[src/rtl/legv8_dmem_bridge.sv]
// Bridges the LEGv8 single-cycle datapath's 64-bit data-memory port onto a 32-bit req/ack bus.
// Each access becomes two little-endian beats; the datapath is stalled until the access completes.
module legv8_dmem_bridge #(
    parameter int unsigned ADDR_W      = 16,
    parameter int unsigned TIMEOUT_CYC = 255
) (
    input  logic              iCLK,
    input  logic              iRST,
    input  logic [63:0]       iAddress,
    input  logic [63:0]       iWriteData,
    input  logic              iMemRead,
    input  logic              iMemWrite,
    output logic [63:0]       oReadData,
    output logic              oStall,
    output logic              oFault,
    output logic              oBusReq,
    output logic              oBusWe,
    output logic [ADDR_W-1:0] oBusAddr,
    output logic [31:0]       oBusWData,
    input  logic              iBusAck,
    input  logic [31:0]       iBusRData
);

    localparam int unsigned CNT_W = $clog2(TIMEOUT_CYC + 1);

    typedef enum logic [1:0] {StIdle, StLo, StHi, StDone} state_e;

    state_e            stateQ, stateD;
    logic [ADDR_W-1:0] addrQ, addrD;
    logic [63:0]       wdataQ, wdataD;
    logic              weQ, weD;
    logic [31:0]       rdLoQ, rdLoD;
    logic              abortQ, abortD;
    logic [CNT_W-1:0]  cntQ, cntD;
    logic [63:0]       readDataQ, readDataD;

    logic anyReq;
    logic badReq;

    assign anyReq = iMemRead | iMemWrite;
    assign badReq = (iMemRead & iMemWrite) | (iAddress[2:0] != 3'b000) |
                    (iAddress[63:ADDR_W] != '0);

    assign oReadData = readDataQ;

    always_comb begin
        stateD    = stateQ;
        addrD     = addrQ;
        wdataD    = wdataQ;
        weD       = weQ;
        rdLoD     = rdLoQ;
        abortD    = abortQ;
        cntD      = cntQ;
        readDataD = readDataQ;
        oStall    = 1'b0;
        oFault    = 1'b0;
        oBusReq   = 1'b0;
        oBusWe    = 1'b0;
        oBusAddr  = '0;
        oBusWData = '0;

        unique case (stateQ)
            StIdle: begin
                if (anyReq) begin
                    if (badReq) begin
                        oFault = 1'b1;
                    end else begin
                        oStall = 1'b1;
                        addrD  = iAddress[ADDR_W-1:0];
                        wdataD = iWriteData;
                        weD    = iMemWrite;
                        abortD = 1'b0;
                        cntD   = '0;
                        stateD = StLo;
                    end
                end
            end
            StLo: begin
                oStall    = 1'b1;
                oBusReq   = 1'b1;
                oBusWe    = weQ;
                oBusAddr  = addrQ;
                oBusWData = wdataQ[31:0];
                if (iBusAck) begin
                    if (!weQ) begin
                        rdLoD = iBusRData;
                    end
                    cntD   = '0;
                    stateD = StHi;
                end else if (cntQ == CNT_W'(TIMEOUT_CYC - 1)) begin
                    abortD    = 1'b1;
                    readDataD = '0;
                    stateD    = StDone;
                end else begin
                    cntD = cntQ + CNT_W'(1);
                end
            end
            StHi: begin
                oStall    = 1'b1;
                oBusReq   = 1'b1;
                oBusWe    = weQ;
                oBusAddr  = addrQ + ADDR_W'(4);
                oBusWData = wdataQ[63:32];
                if (iBusAck) begin
                    // Result lands in the register on the DONE edge so it is visible during DONE.
                    if (!weQ) begin
                        readDataD = {iBusRData, rdLoQ};
                    end
                    stateD = StDone;
                end else if (cntQ == CNT_W'(TIMEOUT_CYC - 1)) begin
                    abortD    = 1'b1;
                    readDataD = '0;
                    stateD    = StDone;
                end else begin
                    cntD = cntQ + CNT_W'(1);
                end
            end
            StDone: begin
                // The request still present here belongs to the instruction now retiring.
                oFault = abortQ;
                abortD = 1'b0;
                stateD = StIdle;
            end
            default: stateD = StIdle;
        endcase
    end

    always_ff @(posedge iCLK) begin
        if (iRST) begin
            stateQ    <= StIdle;
            addrQ     <= '0;
            wdataQ    <= '0;
            weQ       <= 1'b0;
            rdLoQ     <= '0;
            abortQ    <= 1'b0;
            cntQ      <= '0;
            readDataQ <= '0;
        end else begin
            stateQ    <= stateD;
            addrQ     <= addrD;
            wdataQ    <= wdataD;
            weQ       <= weD;
            rdLoQ     <= rdLoD;
            abortQ    <= abortD;
            cntQ      <= cntD;
            readDataQ <= readDataD;
        end
    end

endmodule

[config.mk]
export PLATFORM = sky130hd
export DESIGN_NAME = legv8_dmem_bridge
export DESIGN_NICKNAME = d
export VERILOG_FILES = /design/src/rtl/legv8_dmem_bridge.sv
export SDC_FILE = /design/constraint.sdc
export NUM_CORES = 1
export LEC_CHECK = 0
export BUFFER_PORTS_ARGS = -buffer_cell sky130_fd_sc_hd__buf_2
export CAP_MARGIN = 20
export CORE_MARGIN = 2
export CORE_UTILIZATION = 27
export DETAILED_ROUTE_END_ITERATION = 6
export GPL_TIMING_DRIVEN = 0
export PLACE_DENSITY_LB_ADDON = 0.3
export SYNTH_ARGS = -nofsm -noshare
export SYNTH_HDL_FRONTEND = slang
export SYNTH_SLANG_ARGS = --single-unit
export TNS_END_PERCENT = 20
[constraint.sdc]
create_clock -name iCLK -period 5.4 [get_ports iCLK]
set_input_delay 0.81 -clock iCLK [delete_from_list [all_inputs] [get_ports iCLK]]
set_output_delay 0.81 -clock iCLK [all_outputs]
set_load 0.01 [all_outputs]
==> results.toml <==
[floorplanning]
core-area_um2 = 28900
die_w_um = 175
io_pins = 281
die_h_um = 175
start_util_pct = 27.5
rows = 62
dieArea_um2 = 30800

[sta]
hold_slack_ps = 460
max_slew.worst_pin.slew_ps = 752
finalCritPeriodShare_pct = 75.7
setup_viol = 0
post-route-min-period_ps = 4090
max_freq_mhz = 245
rsz0062_at_grt = "false"
hold_viol = 0
fin_skew_ps = 15.0
setup_tns_ps = 0
relSlewSlack_pct = 49.9
maxSlewViolCount = 0

[yosys]
avgSynthCellArea_um2 = 8.51
synthArstFlopShare_pct = 0
synth_top_area_share_pct = 47.4
ys_top_cells_by_area = "dfxtp_1 (47%), a21oi_1 (8.1%), a22o_1 (7.1%)"
synth_fp_nets = 1105
syn_inst = 932
ys.warnings.count = 0
syn_area_um2 = 7940
synthDistinctLibCells = 48
synth_ff_type = "dfxtp_1"
ys_ff_latch = 188
seq_area_frac_synth_pct = 47.4
synth_edf_count = 0
yosys.area.top_type = "dfxtp_1"

[routing]
drc = 0
post_drt_wl_per_cell_um = 18.0
vias = 8392
vias_per_cell = 5.16
dr.pass1.iters = 6
drtAntennaViolNets = 0
dr.first_iter.drc_count = 627
finalWirelength_mm = 29.3

[grt]
grt_usage_pct = 18.5
grt_max_degree = 22
antenna_found_initial = 3
grt_pass1_wl_mm = 45.0
grt-ovfl-total = 0
first_global_vias = 8113

[power_and_ir_drop]
switching_share_pct = 26.5
clockPowerShare_pct = 46.5
p_leak_uw = 0.00407
combPwrFrac_pct = 4.7
seq_power_share_pct = 48.9
p_switching_uw = 750
p_int_uw = 2080
peakVddDrop_mv = 0.182
power_density_nw_per_um2 = 272
total_power_uw = 2830

[critical_path]
slowest_delay_ps = 570
cp.buffers_inverters = 4
endpoint_kind = "primary output"
arrival_ps = 3280
slowest_stage = "clkbuf_1"
path_class = "input pin to primary output"
worstPathMaxFanout = 10
crit_required_ps = 4590
path_cells = "buf_2, nor4_1, and4_1, and4_1, clkbuf_1, buf_2, nand3_1, a21oi_1, buf_2"
critical-path-top-delay-family = "buffers and inverters"
reg2reg_slack_ps = 2800
crit_path_start_kind = "input pin"
cpMostUsedCell = "buf_2"

[cts]
cts_setup_buffers = 0
cts_resized = 0
root_buffer = "clkbuf_16"
clock_sinks = 188
cts_buffer_depth = 2
clkTransAtPathRegs_ps = 80
tritoncts = "built"
cts_buffers = 17
clkLatencyLatePin_ps = 440
htree_levels = 4
hold_buffers = 0

[status]
outcome = "finished clean"

[placement]
gp_congestion = 0.887
dpl.hpwl_mm = 21.5
io_buffers = 278

[worst_hold_path]
hold_path.class = "register to register"

[layout]
layout.nets = 1402
drive_above_1_share_pct = 26.9
syn_to_final_growth_pct = 31.5
post-route-util_pct = 36.1
n_antenna_cell = 0

[run]
max_cap_violations = 0
==> power groups by stage <==
stage / clock network [µW] / registers, µW / logic [µW]
6_report: 1320 / 1380 / 132
5_1_grt: 1390 / 1380 / 144
4_1_cts: 1350 / 1380 / 132
3_5_place_dp: 0 / 1420 / 131
3_3_place_gp: 0 / 1420 / 131
2_1_floorplan: 0 / 1420 / 41.8
==> metal layers <==
layer	wire [µm]	global-route usage [%]	share of wire, %
met1	13200	24.2	45
met2	13200	29.5	45
met3	2240	5.09	7.6
met4	620	5.82	2.1
met5	27	0	0.092
==> synth_stat cells, types with 6 or more instances <==
cell      number
a21oi_1      129
a22o_1        64
a22oi_1       33
a31oi_1       12
and3_1         9
and4_1         6
buf_1          6
buf_2         18
clkbuf_1      72
dfxtp_1      188
ha_1           8
inv_1          8
nand2_1       79
nand3_1        9
nand3b_1       6
nand4_1       83
nor2_1        44
nor3_1         8
nor4_1        13
o21ai_0       88
==> worst min-delay path: stages, from the launching register on <==
cell and delay [ps]:
dfxtp_1 320, nand2_1 50, a21oi_1 50
==> flip-flops by register name, summed over array words and instances (netlist names) <==
| signal | count |
|---|---|
| oReadData | 64 |
| wdataQ | 64 |
| rdLoQ | 32 |
| addrQ | 16 |
| cntQ | 8 |
| stateQ | 2 |
| abortQ | 1 |
| weQ | 1 |
==> layout make-up <==
cell class                      instances  area (µm²)
Inverter                                9        33.8
Clock buffer                           18         439
Tap cell                              384         480
Timing Repair Buffer                  278        1390
Multi-Input combinational cell        639        3750
Buffer                                 96         383
Sequential cell                       188        3760
Fill cell                            3057       18400
Clock inverter                         14         185
==> per-stage QoR <==
stage | area, µm² | setup slack (ps) | instances
finish | 10400 | 1310 | 1626
global route | 10400 | 1130 | 1626
CTS | 10400 | 1240 | 1626
detailed placement | 9810 | 1250 | 1594
global placement | 9810 | 1220 | 1594
floorplan | 7940 | 2340 | 932
==> cell usage in the layout (no fill, tap or decap), types with 9 or more instances in the layout <==
master	count
a22oi_1	33
clkbuf_16	17
and3_1	9
nor4_1	13
o21ai_0	88
a21oi_1	129
nand3_1	9
dfxtp_1	188
a22o_1	64
buf_2	296
a31oi_1	12
nand4_1	83
nand2_1	79
clkbuf_1	72
nor2_1	44
==> kinds of logic after synthesis <==
kind of cell,count (synthesis),share of synthesized area (%)
simple gates,278,18.3
fa+ha+maj,8,1.26
xor+xnor,1,0.205
mux,1,0.126
flops,188,47.4
compound gates,351,27.4
buf+inv,105,5.25
==> path summary, 6_finish.rpt <==
check,startpoint,endpoint,cells after the start
worst min register to register,rdLoQ[13],rdLoQ[13],2
worst max register to register,cntQ[0],oReadData[14],7
worst max-delay path,iAddress[0],oStall,9
worst min-delay path,rdLoQ[13],rdLoQ[13],2
No activity file was read; power rests on OpenSTA's default activity.
